$ cat src/rtl/uart_rxbuf_pkg.sv
// Shared types for the UART receive buffer: FIFO entry layout, error-tracking
// states and the occupancy-width helper.
package uart_rxbuf_pkg;

    typedef struct packed {
        logic       err;
        logic [7:0] data;
    } rxbuf_entry_t;

    typedef enum logic {
        F_CLEAN = 1'b0,
        F_DIRTY = 1'b1
    } rxbuf_fsm_t;

    // Occupancy must represent 0..depth inclusive, hence one extra bit.
    function automatic int level_w(input int depth);
        return $clog2(depth) + 1;
    endfunction

endpackage

$ cat src/rtl/uart_sync_fifo.sv
// Single-clock show-ahead FIFO; head is forced to zero while empty.
// Full/empty are derived from the occupancy count, pointers wrap naturally.
module uart_sync_fifo
    import uart_rxbuf_pkg::*;
#(
    parameter int  DEPTH = 8,
    parameter type T     = rxbuf_entry_t
) (
    input  logic                        clk,
    input  logic                        rst,
    input  logic                        push,
    input  logic                        pop,
    input  T                            din,
    output T                            head,
    output logic [level_w(DEPTH)-1:0]   level,
    output logic                        full,
    output logic                        empty
);

    localparam int PW = $clog2(DEPTH);
    localparam int LW = level_w(DEPTH);

    T              mem [DEPTH];
    logic [PW-1:0] wr_ptr;
    logic [PW-1:0] rd_ptr;
    logic          rd_en;
    logic          wr_en;

    assign empty = (level == '0);
    assign full  = (level == LW'(DEPTH));
    assign rd_en = pop & ~empty;
    // A full FIFO still accepts a write when the head leaves in the same cycle.
    assign wr_en = push & (~full | rd_en);
    assign head  = empty ? T'('0) : mem[rd_ptr];

    always_ff @(posedge clk) begin
        if (wr_en) begin
            mem[wr_ptr] <= din;
        end
    end

    always_ff @(posedge clk) begin
        if (rst) begin
            wr_ptr <= '0;
            rd_ptr <= '0;
            level  <= '0;
        end else begin
            if (wr_en) begin
                wr_ptr <= wr_ptr + PW'(1);
            end
            if (rd_en) begin
                rd_ptr <= rd_ptr + PW'(1);
            end
            case ({wr_en, rd_en})
                2'b10:   level <= level + LW'(1);
                2'b01:   level <= level - LW'(1);
                default: level <= level;
            endcase
        end
    end

endmodule

$ cat src/rtl/uart_rx_buffer.sv
// UART receive buffer: rx_done edge capture, sticky per-frame error tag,
// error counter and overflow flag. Define UART_RXBUF_DROP_ERR_EN to discard error frames.
//
// state   | meaning
// F_CLEAN | no receiver error seen since the last captured frame
// F_DIRTY | an error was seen; the next captured frame is tagged
module uart_rx_buffer
    import uart_rxbuf_pkg::*;
#(
    parameter int DEPTH = 8,
    parameter int CNT_W = 8
) (
    input  logic                        clk,
    input  logic                        rst,
    input  logic [7:0]                  rx_data,
    input  logic                        rx_done,
    input  logic                        rx_err,
    input  logic                        m_ready,
    output logic                        m_valid,
    output logic [7:0]                  m_data,
    output logic                        m_frame_err,
    output logic [level_w(DEPTH)-1:0]   level,
    output logic                        full,
    output logic                        overflow,
    input  logic                        ovf_clr,
    output logic [CNT_W-1:0]            err_cnt
);

    rxbuf_fsm_t   state;
    logic         rx_done_q;
    logic         push_ev;
    logic         tag;
    logic         store_ev;
    logic         pop_fire;
    logic         accept;
    logic         drop;
    logic         count_ev;
    logic         empty;
    rxbuf_entry_t din;
    rxbuf_entry_t head;

    assign push_ev  = rx_done & ~rx_done_q;
    assign tag      = (state == F_DIRTY) | rx_err;
    assign pop_fire = m_ready & ~empty;

`ifdef UART_RXBUF_DROP_ERR_EN
    // Error frames never reach the FIFO, so they cannot cause an overflow.
    assign store_ev    = push_ev & ~tag;
    assign count_ev    = push_ev & tag;
    assign m_frame_err = 1'b0;
    logic unused_head_err;
    assign unused_head_err = head.err;
`else
    assign store_ev    = push_ev;
    assign count_ev    = accept & tag;
    assign m_frame_err = head.err;
`endif

    assign accept  = store_ev & (~full | pop_fire);
    assign drop    = store_ev & full & ~pop_fire;
    assign din     = '{err: tag, data: rx_data};
    assign m_valid = ~empty;
    assign m_data  = head.data;

    uart_sync_fifo #(
        .DEPTH (DEPTH),
        .T     (rxbuf_entry_t)
    ) u_fifo (
        .clk   (clk),
        .rst   (rst),
        .push  (store_ev),
        .pop   (m_ready),
        .din   (din),
        .head  (head),
        .level (level),
        .full  (full),
        .empty (empty)
    );

    always_ff @(posedge clk) begin
        if (rst) begin
            state <= F_CLEAN;
        end else begin
            case (state)
                F_CLEAN: if (!push_ev && rx_err) state <= F_DIRTY;
                F_DIRTY: if (push_ev)            state <= F_CLEAN;
                default:                         state <= F_CLEAN;
            endcase
        end
    end

    always_ff @(posedge clk) begin
        if (rst) begin
            rx_done_q <= 1'b0;
            overflow  <= 1'b0;
            err_cnt   <= '0;
        end else begin
            rx_done_q <= rx_done;
            // A drop in the same cycle as a clear leaves the flag set.
            if (drop) begin
                overflow <= 1'b1;
            end else if (ovf_clr) begin
                overflow <= 1'b0;
            end
            if (count_ev && (err_cnt != '1)) begin
                err_cnt <= err_cnt + CNT_W'(1);
            end
        end
    end

endmodule

$ cat config.mk
export PLATFORM = sky130hd
export DESIGN_NAME = uart_rx_buffer
export DESIGN_NICKNAME = d
export VERILOG_FILES = /design/src/rtl/uart_rxbuf_pkg.sv /design/src/rtl/uart_sync_fifo.sv /design/src/rtl/uart_rx_buffer.sv
export SDC_FILE = /design/constraint.sdc
export NUM_CORES = 1
export LEC_CHECK = 0
export BUFFER_PORTS_ARGS = -buffer_cell sky130_fd_sc_hd__buf_4
export CORE_MARGIN = 8
export CORE_UTILIZATION = 35
export CTS_CLUSTER_DIAMETER = 60
export DETAILED_ROUTE_END_ITERATION = 8
export GPL_ROUTABILITY_DRIVEN = 0
export PLACE_DENSITY = 0.6
export SLEW_MARGIN = 20
export SYNTH_ARGS = -nofsm -noshare
export SYNTH_HDL_FRONTEND = slang
export SYNTH_SLANG_ARGS = --single-unit
$ cat constraint.sdc
create_clock -name clk -period 3.3 [get_ports clk]
set_clock_uncertainty 0.05 [all_clocks]
set_input_delay 0.165 -clock clk [delete_from_list [all_inputs] [get_ports clk]]
set_output_delay 0.165 -clock clk [all_outputs]
set_load 0.02 [all_outputs]
### Yosys cells after proc, flatten, opt, wreduce, memory -nomap -nowiden

Memory sizes are Yosys's and may differ from the RTL's. A register that Yosys moved wholly into a read port is not among the register bits.
Cells that the tools add are included.

| storage, ports and cells | value |
|---|---|
| memories kept | 1 |
| flip-flop bits (word level) | 21 |
| word-level logic and storage cells | 47 |
| bits in writable memories | 72 |
| output and inout bits | 24 |
| input port bits | 14 |

| cells by class | value |
|---|---|
| reduce and logical (&&, ||, !) cells | 6 |
| eq/ne operators | 4 |
| mux-type cells | 11 |
| add/subtract/negate cells | 5 |
| bitwise logic cells | 13 |

Memories:

| memory | words | bits a word | read ports | clocked after memory_dff | wr ports | RTL line | source |
|---|---|---|---|---|---|---|---|
| u_fifo.mem | 8 | 9 | 1 | 1 | 1 | uart_sync_fifo.sv:23 | `T mem [DEPTH];` |

Operators by type and width:

| kind | number |
|---|---|
| 2-to-1 mux 9 bit | 1 |
| adder 8 x 1 -> 8 bit, second input constant | 1 |
| != test 8 bit, second input constant | 1 |
| one-hot mux 4 bit (2 select lines) | 1 |
| adder 3 x 1 -> 3 bit, second input constant | 2 |
| AND 1 bit | 6 |
| 2-to-1 mux 1 bit | 6 |
| 2-to-1 mux 3 bit | 2 |
| NOT 1 bit | 5 |
| adder 4 x 1 -> 4 bit, second input constant | 1 |
| == test 4 bit, second input constant | 1 |
| logical NOT 4 bit | 1 |
| nonzero test 2 bit | 2 |
| subtractor 4 x 1 -> 4 bit, second input constant | 1 |
| == test 2 x 1 -> 1 bit, second input constant | 1 |
| == test 2 bit, second input constant | 1 |
| logical AND 1 bit | 2 |
| bitwise OR 1 bit | 2 |
| one-hot mux 1 bit (2 select lines) | 1 |
| logical NOT 1 bit | 1 |

### Logic depth before layout (Yosys ltp)

Gate-level depths: netlist of the first run.

| depth | value |
|---|---|
| depth in word-level cells | 7 |
| gate-level depth with buffers | 12 |

### By module

Synthesis of the first run repeated with hierarchy kept, for this count alone.

| unflattened totals | value |
|---|---|
| cell total of the unflattened synthesis | 261 |
| area, all modules | 4016.4 um^2 |

Modules (own cells, without submodules):

| module | area an instance (um^2) | instances | sequential area each (um^2) | cells an instance |
|---|---|---|---|---|
| uart_sync_fifo | 3469.6 | 1 | 2422.3 | 197 |
| uart_rx_buffer | 546.8 | 1 | 220.2 | 64 |

### Least setup slack after synthesis of the first run

Ideal clock, no wire load.

| timing | value |
|---|---|
| kind | reg2reg |
| from | reg u_fifo.level[1] |
| to | reg u_fifo.level[2] |
| cell stages (with the launch flop) | 13 |
| path slack | 0.354 ns |
| arrival time | 2.825 ns |
| period minus slack after synthesis | 2.946 ns |
| path through | dfxtp_1 buf_6 nor4_2 inv_2 and2_1 clkbuf_1 ha_1 xor2_1 ha_1 a21oi_1 xor2_1 or3_1 a21oi_1 |

| on the way | value |
|---|---|
| longest elaborated chain between the ends | 7 |
| elaborated cells on any way between the ends | 13 |
| those cells by class | 2 x add/sub; 3 x eq/ne; 1 x mux; 5 x bitwise; 2 x reduce/logical |

Ends and longest elaborated chain:

| what | RTL line | source |
|---|---|---|
| from (decl) | uart_sync_fifo.sv:15 | `output logic [level_w(DEPTH)-1:0] level,` |
| from (signal assigned) | uart_sync_fifo.sv:55 | `2'b10: level <= level + LW'(1);` |
| from (signal assigned) | uart_sync_fifo.sv:56 | `2'b01: level <= level - LW'(1);` |
| from (signal assigned) | uart_sync_fifo.sv:57 | `default: level <= level;` |
| logical NOT 4 bit (*) | uart_sync_fifo.sv:29 | `assign empty = (level == '0);` |
| NOT 1 bit (*) | -- |  |
| via m_valid | uart_rx_buffer.sv:19 | `output logic m_valid,` |
| AND 1 bit (*) | uart_sync_fifo.sv:31 | `assign rd_en = pop & ~empty;` |
| via pop_fire | uart_rx_buffer.sv:34 | `logic pop_fire;` |
| bitwise OR 1 bit | uart_sync_fifo.sv:33 | `assign wr_en = push & (~full \| rd_en);` |
| AND 1 bit | uart_sync_fifo.sv:33 |  |
| == test 2 x 1 -> 1 bit / == test 2 bit (equally long branches) | uart_sync_fifo.sv:54 | `case ({wr_en, rd_en})` |
| one-hot mux 4 bit (2 select lines) / nonzero test 2 bit (equally long branches) | -- |  |

Mark *: on every way through the listed nets, which the timed path passes. The rest lies on a longest branch.
A chain may end at the register's enable or synchronous reset.

### Worst setup path after layout of the first run

| timing | value |
|---|---|
| from | reg u_fifo.level[2] |
| to | reg u_fifo.level[3] |

| on the way | value |
|---|---|
| longest elaborated chain between the ends | 7 |
| elaborated cells on any way between the ends | 13 |
| those cells by class | 2 x add/sub; 3 x eq/ne; 1 x mux; 5 x bitwise; 2 x reduce/logical |

Ends and longest elaborated chain:

| what | RTL line |
|---|---|
| logical NOT 4 bit | uart_sync_fifo.sv:29 |
| NOT 1 bit | uart_sync_fifo.sv:31 |
| AND 1 bit | uart_sync_fifo.sv:31 |
| bitwise OR 1 bit | uart_sync_fifo.sv:33 |
| AND 1 bit | uart_sync_fifo.sv:33 |
| == test 2 x 1 -> 1 bit / == test 2 bit (equally long branches) | uart_sync_fifo.sv:54 |
| one-hot mux 4 bit (2 select lines) / nonzero test 2 bit (equally long branches) | -- |

Several ways; a longest one is shown, not always the timed one.

==> results of run 1 <==
path summary, 6_finish.rpt:
path	start	to	depth (start not counted)
hold reg to reg	err_cnt[1]$_SDFFE_PP0P_	err_cnt[1]$_SDFFE_PP0P_	2
setup reg to reg	u_fifo.level[2]$_SDFFE_PP0P_	u_fifo.level[3]$_SDFFE_PP0P_	7
setup / recovery	u_fifo.level[2]$_SDFFE_PP0P_	u_fifo.level[3]$_SDFFE_PP0P_	7
hold / removal	rx_data[4]	u_fifo.mem[4][4]$_DFFE_PP_	1
sequential cells by signal (all words and copies together), names as in the netlist, named ones only:
register       flops
overflow           1
u_fifo.rd_ptr      3
u_fifo.level       4
err_cnt            8
state              1
u_fifo.mem        72
u_fifo.wr_ptr      3
rx_done_q          1
placed cells by master (no fill, tap or decap), drive strengths merged:
cell and n:
or4 2, nand3b 1, mux4 18, o41ai 1, o21bai 1, and2b 1
inv 8, dlygate4sd3 2, edfxtp 72, clkbuf 9, xor2 6, buf 48
nor2b 6, or4b 1, nand2 2, nor4bb 2, o311a 1, o31ai 1
or3 2, ha 6, xnor2 1, and2 2, nand3 5, nor3 6
nand4 1, clkinv 3, nor4 4, nor2 29, dfxtp 24, a21oi 7
mux2i 14, mux2 4, o2111ai 1, o21ai 4, nand2b 5, o211ai 3
metrics by stage:
stage	hold slack [ns]	power (mW)	instances	utilization
finish	0.01319	3.419	446	0.4230
global route	0.001187	3.617	446	0.4230
CTS	0.002182	3.479	445	0.4221
detailed placement	0.3455	2.493	428	0.3957
global placement	0.3381	2.475	428	0.3957
floorplan	0.2139	2.137	249	-
critical path, cell delays in order, from the launching register on:
cell and delay [ns]:
dfxtp_1 0.38, or4b_1 0.70, o21ai_4 0.19, ha_1 0.27
nor4bb_1 0.31, mux2i_1 0.10, a21oi_1 0.18, mux2_2 0.34
power by group through the flow:
stage,combinational (mW),clock (mW),sequential (mW)
final,0.999,0.977,1.44
after global routing,1.10,1.06,1.45
after detailed placement,1.02,0,1.47
after floorplan,0.680,0,1.46
after global placement,1.01,0,1.46
after CTS,1.03,1.01,1.44
cells by family (layout without fill, tap and decap cells):
group | Yosys count | count (layout)
adders and majority gates | 6 | 6
buffers and inverters | 16 | 70
muxes | 36 | 36
DFF | 96 | 96
and+or+nand+nor | 69 | 69
xor gates and xnor gates | 7 | 7
AOI/OAI and AO/OA | 19 | 19
per-layer routing:
layer,track usage,routed length [um]
met5,0,0
met4,0.02513,48
met3,0.04876,515
met2,0.1688,3524
met1,0.1240,3288
synth_stat cells (3+ instances only):
master | number | share of area
nor2_1 | 29 | 0.027
ha_1 | 6 | 0.019
mux2_2 | 3 | 0.0085
a21oi_1 | 7 | 0.0088
nor2b_1 | 6 | 0.0095
mux4_2 | 18 | 0.10
xor2_1 | 6 | 0.013
clkbuf_1 | 4 | 0.0038
dfxtp_1 | 24 | 0.12
nand3_1 | 5 | 0.0063
o21ai_0 | 3 | 0.0038
nor3_1 | 6 | 0.0076
mux2i_1 | 14 | 0.035
nand2b_1 | 5 | 0.0079
buf_2 | 3 | 0.0038
o211ai_1 | 3 | 0.0057
buf_1 | 3 | 0.0028
edfxtp_1 | 72 | 0.55
inv_1 | 3 | 0.0028
layout make-up:
class | count | area (um^2)
flip-flops and latches | 96 | 2643
fillers | 1055 | 6476
repair buffers | 50 | 380.4
well taps | 143 | 178.9
multi-input cells | 137 | 1244
clock buffers | 9 | 225.2
clock inverters | 7 | 61.31
inverters | 4 | 15.01
what timing repair did:
item	CTS	global route
hold endpoints to repair	1	3
hold buffers	1	1
setup buffers	0	0
endpoints found under the setup margin	0	0
==> metrics.md, run 1 <==
| Metric | Value |
|---|---|
| Crit path time final | between 2 and 3 ns |
| Nets | roughly 320 |
| DR DRC count | 0 |
| Seq pwr share | 0.422 |
| Largest family of logic cells by synthesized area | multiplexers |
| Post-synthesis sequential area ratio | 0.6675 |
| CTS Buf Count | 9 |
| Startpoint type of the worst setup path | flop |
| Max Freq | about 380 MHz |
| Post-CTS Resized | 0 |
| Power Density | a little over 700 nW/um^2 |
| IO buf count | 37 |
| Final number of setup-violating endpoints | 0 |
| Root buf cell | clkbuf_16 |
| Synth cell types | 40 |
| Via density | ~4.9 |
| Xor-xnor portion of the synthesized cell area | 0.01549 |
| Unrepaired setup endpoints after global routing | no |
| Endpoint class of the critical path | flop |
| Power share of the clock group | 0.286 |
| Total GRT Usage | 0.1043 |
| Initial antenna violation count | 0 |
| Final WS setup | 0.6752 ns |
| CTS H-tree lvls | 3 |
| Latest clock arrival within the worst-skew pair | about 0.33 ns |
| Leak | 1.631 nW |
| Final Cell Area | 4747 um^2 |
| Initial Utilization | 0.3527 |
| Max-Slew Margin vs Limit | 0.3762 |
| GRT Residual Overflow | 0 |
| Status | complete, no violations |
| Die outline width | around 120 um |
| Simple-gate share of the synthesized area | 0.09324 |
| Worst Max-Slew Pin Slew | around 0.93 ns |
| DP Wirelength | a little under 5000 um |
| Post-synthesis mux area share | 0.1501 |
| Drt pass-1 iters | 4 |
| Max clock buf depth | 2 |
| Die Y | 122.4 um |
| Antenna cells | 0 |
| IO Count | 38 |
| Pre-CTS setup slack | 0.6826 ns |
| Core box area | around 11,000 um^2 |
| Setup slack, reg-to-reg | 0.68 ns |
| Total die area | 14,970 um^2 |
| DR iter-0 viols | 82 |
| Clk sink count | 96 |
| TritonCTS clock tree | yes |
| Rows | 39 |
| Max cap viols | 0 |
| Synth Register Bits | between 90 and 100 |
| Number of global-route vias before repair | 2,272 |
| Adder-cell share of the synthesized area | 0.01896 |
| Number of synthesized flops with an enable pin | 72 |
| Worst Hold Class | primary input to flop |
| Slew Limit Fails | 0 |
| DR vias | approximately 2.2k |
| Internal power component | between 2 and 2.5 mW |
| Routed wire length | roughly 7400 um |
| Synthesized Nets | 269 |
| Sw power | approximately 1.1 mW |
| Most used DFF post-synth | edfxtp_1 |
| Post-synthesis average cell area | around 16 um^2 |
| First-pass GRT wire length | around 12,000 um |
| Area Growth Syn to Fin | 19.91% |
| CP Class | flop to flop |
| Largest net degree at the start of global routing | 28 |
| Synth warn | 0 |
| Post-synth ARST share | 0 |
| Post-route ant nets | 0 |
| Arr. time, crit path | between 2 and 3 ns |
| Sw Share | 0.3089 |
| Complex-gate fraction of the synthesized area | 0.03477 |
| Wire length per cell | 16.54 um |
| Worst-path maximum fanout | 7 |
| Cells after synthesis | roughly 250 |
| Worst endpoint required time | around 3.5 ns |
| Maximum vdd drop | ~0.36 mV |
| Layout cell share with drive strength beyond 1 | 0.3003 |
| DP Area | approximately 4400 um^2 |
| Setup TNS | 0 ns |
| Syn Std Cell Area | between 3000 and 4000 um^2 |
| Fin crit share | 0.7954 |
| Combinational share of power | 0.292 |
| Final hold violation count | 0 |
| Clock transition at path regs | around 0.070 ns |
(Power assumes the default switching activity.)
==> run 2, diff against run 1 <==
Settings changed: PLACE_DENSITY 0.6 to 0.62.
Clock period 3.3 ns to 2.3 ns, I/O delays scaled along.
==> run 2 against run 1 <==
Net effect:
- the run now ends with setup timing left
- via count grew 3.9%
- wire length up 6.8%
- largest power group unchanged
- register-to-register slack lost 0.73 ns
- combinational power rose by 82%
==> metrics.md, run 2 (synthesis results as in run 1) <==
| Metric | Value |
|---|---|
| Max clock buf depth | 2 (unchanged) |
| DP Area | 4574 um^2 (+3.0%) |
| First-pass GRT wire length | 12,320 um (+5.1%) |
| Worst endpoint required time | 2.52 ns (-0.95 ns) |
| Initial antenna violation count | 0 (unchanged) |
| Violated checks | setup timing |
| WHS Endpoint | overflow$_SDFFE_PP0P_ |
| Max cap viols | 0 (unchanged) |
| Total area of sequential cells | 2650 um^2 (+0.28%) |
| Nets | 338 (+6.3%) |
| TritonCTS clock tree | yes |
| Number of global-route vias before repair | 2,397 (+5.5%) |
| Routed wire length | 7879 um (+6.8%) |
| Inst Count DP | 440 (+2.8%) |
| Drt pass-1 iters | 4 (unchanged) |
| Setup slack, reg-to-reg | -0.05 ns (-0.73 ns) |
| Via density | 4.848 (-0.60%) |
| R2R Path End | u_fifo.level[2]$_SDFFE_PP0P_ |
| Max Freq | 424.8 MHz (+11%) |
| Max reg flops | 72 (unchanged) |
| Antenna cells | 0 (unchanged) |
| Final WS setup | -0.05417 ns (-0.7294 ns) |
| Layout cell share with drive strength beyond 1 | 0.3653 (+0.06500) |
| DP Wirelength | 5027 um (+3.5%) |
| Area Growth Syn to Fin | 26.52% |
| Slew Limit Fails | 0 (unchanged) |
| Final hold violation count | 0 (unchanged) |
| Fin crit share | 1.024 (+0.2282) |
| Worst-path maximum fanout | 4 (-3) |
| Final number of setup-violating endpoints | 1 (+1) |
| Total GRT Usage | 0.1081 (+0.003750) |
| RR Startpoint | u_fifo.level[1]$_SDFFE_PP0P_ |
| Clk sink count | 96 (unchanged) |
| IO Count | 38 (unchanged) |
| Max-Slew Margin vs Limit | 0.5695 (+0.1934) |
| Area occupied by multi-input gates | 1316 um^2 (+5.8%) |
| Startpoint type of the worst setup path | flop |
| DR iter-0 viols | 105 (+28%) |
| R2R cell count | 9 (+2) |
| Power Density | 1050 nW/um^2 (+46%) |
| CTS Buf Count | 9 (unchanged) |
| Final Cell Area | 5009 um^2 (+5.5%) |
| CP Class | flop to flop |
| Status | finished with violations |
| Die outline width | 122.4 um (unchanged) |
| Core box area | 11,220 um^2 (unchanged) |
| Hold path startpoint | ovf_clr |
| Initial Utilization | 0.3527 (unchanged) |
| Biggest regs | u_fifo.mem (72), err_cnt (8), u_fifo.level (4) |
| Commonest non-fill, non-tap cell in the layout | edfxtp_1 |
| GRT Residual Overflow | 0 (unchanged) |
| Maximum vdd drop | 0.6379 mV (+77%) |
| Fin util | 0.4463 (+0.02330) |
| Non-filler cells, final | 466 (+4.5%) |
| Arr. time, crit path | 2.57 ns (-0.23 ns) |
| WHS Path Cells | 4 (+3) |
| CTS H-tree lvls | 3 (unchanged) |
| Most frequent cells in the layout | edfxtp_1, buf_4, nor2_1, dfxtp_1, mux4_2 |
| Unrepaired setup endpoints after global routing | yes |
| Wire length per cell | 16.91 um (+2.2%) |
| Largest net degree at the start of global routing | 28 (unchanged) |
| Fill count | 1,035 (-1.9%) |
| Largest Register | u_fifo.mem |
| Pre-CTS setup slack | -0.1100 ns (-0.7927 ns) |
| IO buf count | 37 (unchanged) |
| Crit path time final | 2.354 ns (-0.2706 ns) |
| Die Y | 122.4 um (unchanged) |
| Total die area | 14,970 um^2 (unchanged) |
| Worst Hold Class | primary input to flop |
| DR DRC count | 0 (unchanged) |
| Leak | 1.737 nW (+6.5%) |
| DR vias | 2,259 (+3.9%) |
| Endpoint class of the critical path | flop |
| Post-route ant nets | 0 (unchanged) |
| Clock transition at path regs | 0.07 ns (about the same) |
| CP Launch Point | u_fifo.level[1]$_SDFFE_PP0P_ |
| Latest clock arrival within the worst-skew pair | 0.33 ns (about the same) |
| Worst Max-Slew Pin Slew | 0.6448 ns (-0.2896 ns) |
| Rows | 39 (unchanged) |
| Root buf cell | clkbuf_16 |
[run 2: how the worst max path moves through the flow]
stage	slack, ns	cells past startpoint	end
floorplan	-0.26	12	u_fifo.level[2]$_SDFFE_PP0P_
global placement	-0.04	8	u_fifo.level[2]$_SDFFE_PP0P_
detailed placement	-0.11	9	u_fifo.level[3]$_SDFFE_PP0P_
CTS	-0.05	9	u_fifo.level[2]$_SDFFE_PP0P_
global route	-0.11	9	u_fifo.level[2]$_SDFFE_PP0P_
finish	-0.05	9	u_fifo.level[2]$_SDFFE_PP0P_
[run 2: where the power goes]
part           total, mW  internal, mW  switching [mW]
Clock               1.41         0.754           0.653
Sequential          2.03          1.97          0.0608
Combinational       1.82         0.904           0.920
[run 2: per-layer routing]
| metal | vias to the layer above | wire length (um) | track usage |
|---|---|---|---|
| li1 | 1093 | - | - |
| met2 | 43 | 3800 | 0.1763 |
| met4 | 0 | 44 | 0.02285 |
| met3 | 4 | 358 | 0.03772 |
| met1 | 1119 | 3675 | 0.1365 |
| met5 | - | 0 | 0 |
[run 2: critical path: stages, from the launching register on]
cell	delay [ns]
dfxtp_2	0.33
or4b_4	0.56
o21ai_4	0.17
ha_4	0.20
xor2_2	0.16
ha_2	0.20
a21oi_2	0.04
xor2_1	0.14
or3_1	0.32
a21oi_2	0.12
[run 2: repair_timing]
item | in CTS | in global routing
gates resized for setup | 9 | 2
setup buffers | 1 | 0
pin swaps | 8 | 4
hold endpoints to repair | 65 | 0
endpoints found under the setup margin | 2 | 2
hold buffers | 9 | 0
[run 2: cell type report]
class                   instances  area share
flip-flops and latches         96      0.5291
repair buffers                 70      0.1127
well taps                     143     0.03572
multi-input cells             137      0.2628
inverters                       4    0.002998
clock buffers                   9     0.04497
clock inverters                 7     0.01174
[run 2: stage by stage]
step                      power, mW  hold WS [ns]  TNS (ns)
after floorplan               3.120        0.1639    -1.003
after global placement        3.746        0.2857  -0.07023
after detailed placement      3.786        0.2968   -0.2039
after CTS                     5.306       0.02924  -0.04960
after global routing          5.516       0.07416   -0.2151
final                         5.260       0.03863  -0.05417
==> run 3, diff against run 2 <==
Settings changed: PLACE_DENSITY 0.62 to 0.6, REMOVE_ABC_BUFFERS set to 1.
Clock period 2.3 ns to 2.4 ns, I/O delays scaled along.
==> run 3 against run 2 <==
Net effect:
- the run now ends clean
- combinational power shrank 14%
- total power shrank 8.1%
- critical path type unchanged
- highest routed layer unchanged
- sequential cell count is the same
- via count shrank 1.5%
- clock power shrank 6%
==> metrics.md, run 3 (synthesis results as in run 1) <==
| Metric | Value |
|---|---|
| Fill count | 1,044 (+0.87%) |
| First-pass GRT wire length | 12,050 um (-2.1%) |
| DR iter-0 viols | 152 (+45%) |
| Unrepaired setup endpoints after global routing | yes |
| Status | complete, no violations |
| Maximum vdd drop | 0.6163 mV (-3.4%) |
| Most frequent cells in the layout | edfxtp_1, buf_4, nor2_1, dfxtp_1, mux4_2 |
| Crit path time final | 2.342 ns (-0.01174 ns) |
| Wire length per cell | 16.44 um (-2.8%) |
| Slowest cell on crit path | or4b_4 |
| Number of setup buffers added after CTS | 0 (-1) |
| Seq pwr share | 0.401 (+0.015) |
| Arr. time, crit path | 2.56 ns (about the same) |
| DP Area | 4486 um^2 (-1.9%) |
| Crit path top cell by count | xor2_1 |
| DR DRC count | 0 (unchanged) |
| GRT Residual Overflow | 0 (unchanged) |
| Fin crit share | 0.9760 (-0.04754) |
| Leak | 1.684 nW (-3.0%) |
| Commonest non-fill, non-tap cell in the layout | edfxtp_1 |
| Levels on crit path | 9 (unchanged) |
| Largest Register | u_fifo.mem |
| DP Wirelength | 4943 um (-1.7%) |
| Clk sink count | 96 (unchanged) |
| Routed wire length | 7546 um (-4.2%) |
| TritonCTS clock tree | yes |
| Crit-path leading delay family | simple AND/OR/NAND/NOR gates |
| Nets | 331 (-2.1%) |
| Sw Share | 0.3056 (-0.005006) |
| Power Density | 988.4 nW/um^2 (-5.9%) |
| Post-route ant nets | 0 (unchanged) |
| Die outline width | 122.4 um (unchanged) |
| Startpoint type of the worst setup path | flop |
| Power share of the clock group | 0.273 (+0.006) |
| CTS Buf Count | 9 (unchanged) |
| Final hold violation count | 0 (unchanged) |
| Final number of setup-violating endpoints | 0 (-1) |
| Total GRT Usage | 0.1063 (-0.001748) |
| Endpoint class of the critical path | flop |
| Max clock buf depth | 2 (unchanged) |
| Combinational share of power | 0.325 (-0.022) |
| Root buf cell | clkbuf_16 |
| Worst endpoint required time | 2.62 ns (+0.10 ns) |
| IO buf count | 37 (unchanged) |
| DR vias | 2,226 (-1.5%) |
| Biggest regs | u_fifo.mem (72), err_cnt (8), u_fifo.level (4) |
| Sw power | 1.477 mW (-9.6%) |
| R2R Path End | u_fifo.level[2]$_SDFFE_PP0P_ |
| CP Class | flop to flop |
| Internal power component | 3.357 mW (-7.4%) |
| Slew Limit Fails | 0 (unchanged) |
| Initial antenna violation count | 0 (unchanged) |
| Rows | 39 (unchanged) |
| Setup slack, reg-to-reg | 0.06 ns (+0.11 ns) |
| Antenna cells | 0 (unchanged) |
| Max Freq | 426.9 MHz (+0.50%) |
| Worst-path maximum fanout | 4 (unchanged) |
| CP Launch Point | u_fifo.level[2]$_SDFFE_PP0P_ |
| Largest net degree at the start of global routing | 28 (unchanged) |
| Latest clock arrival within the worst-skew pair | 0.33 ns (about the same) |
| Via density | 4.850 (about the same) |
| Max reg flops | 72 (unchanged) |
| CP cell instances | or4b_4 -> o21ai_4 -> ha_4 -> xor2_1 -> ha_1 -> a21oi_1 -> xor2_1 -> or3_1 -> a21oi_2 |
| Worst setup endpoint | u_fifo.level[2]$_SDFFE_PP0P_ |
| Clock transition at path regs | 0.06 ns (about the same) |
| Drt pass-1 iters | 6 (+2) |
| Final Cell Area | 4891 um^2 (-2.3%) |
| Max cap viols | 0 (unchanged) |
| Area Growth Syn to Fin | 23.55% |
| CTS H-tree lvls | 3 (unchanged) |
| IO Count | 38 (unchanged) |
| Layout cell share with drive strength beyond 1 | 0.3228 (-0.04254) |
| Fin util | 0.4358 (-0.01048) |
| Worst Hold Class | primary input to flop |
| Number of global-route vias before repair | 2,342 (-2.3%) |
| Core box area | 11,220 um^2 (unchanged) |
| Worst Max-Slew Pin Slew | 1.007 ns (+0.3618 ns) |
| Die Y | 122.4 um (unchanged) |
| Initial Utilization | 0.3527 (unchanged) |
| Critical Path Max Stage Delay | 0.56 ns (about the same) |
| Max-Slew Margin vs Limit | 0.3265 (-0.2431) |
| Buf/Inv on CP | 0 (unchanged) |
| R2R cell count | 9 (unchanged) |
| RR Startpoint | u_fifo.level[2]$_SDFFE_PP0P_ |
| Total die area | 14,970 um^2 (unchanged) |
[run 3: worst min-delay path by stage]
stage / cells past startpoint / to / from / slack (ns)
after global routing: 4 / overflow$_SDFFE_PP0P_ / ovf_clr / 0.05
after global placement: 2 / rx_done_q$_SDFF_PP0_ / rx_done / 0.29
after CTS: 4 / overflow$_SDFFE_PP0P_ / ovf_clr / 0.04
after detailed placement: 2 / rx_done_q$_SDFF_PP0_ / rx_done / 0.30
final: 4 / overflow$_SDFFE_PP0P_ / ovf_clr / 0.05
after floorplan: 1 / err_cnt[2]$_SDFFE_PP0P_ / rst / 0.14
[run 3: timing repair]
item                       in CTS  in global routing
gates cloned                    0                  0
hold endpoints to repair       65                  0
hold buffers                    9                  0
resized for setup               1                  7
pin swaps                       0                  2
setup endpoints to repair       2                  2
[run 3: per-stage QoR]
| stage | cells | setup TNS (ns) | worst slack [ns] | hold WS (ns) | power [mW] |
|---|---|---|---|---|---|
| after detailed placement | 434 | 0 | 0.007319 | 0.3033 | 3.534 |
| after global placement | 434 | 0 | 0.04239 | 0.2928 | 3.496 |
| after floorplan | 237 | -0.9171 | -0.4453 | 0.1391 | 2.886 |
| after CTS | 459 | 0 | 0.0007907 | 0.03677 | 4.867 |
| after global routing | 459 | -0.05121 | -0.02865 | 0.05128 | 5.093 |
| final | 459 | 0 | 0.05757 | 0.04524 | 4.834 |
[run 3: power by group through the flow]
stage / clock (mW) / sequential [mW] / combinational [mW]
2_1_floorplan: 0 / 2.10 / 0.790
3_3_place_gp: 0 / 1.96 / 1.53
3_5_place_dp: 0 / 1.97 / 1.57
4_1_cts: 1.35 / 1.93 / 1.58
5_1_grt: 1.42 / 1.95 / 1.72
6_report: 1.32 / 1.94 / 1.57
[run 3: worst min-delay path, stage by stage]
cell     delay (ns)
buf_4          0.08
nor2b_1        0.03
a21oi_1        0.11
nor2_1         0.05
[run 3: routing by layer]
metal  global-route usage  share of wire
met1               0.1305           0.45
met2               0.1753           0.48
met3              0.03772          0.055
met4              0.02742         0.0099
met5                    0              0
[run 3: layout make-up]
type,count,area (um^2),share of cell area
clock buffer,10,229.0,0.04682
clock inverter,6,50.05,0.01023
inverter,4,15.01,0.003070
multi-input combinational,137,1275,0.2607
sequential,96,2644,0.5405
tap,143,178.9,0.03658
timing repair buffer,63,499.2,0.1021
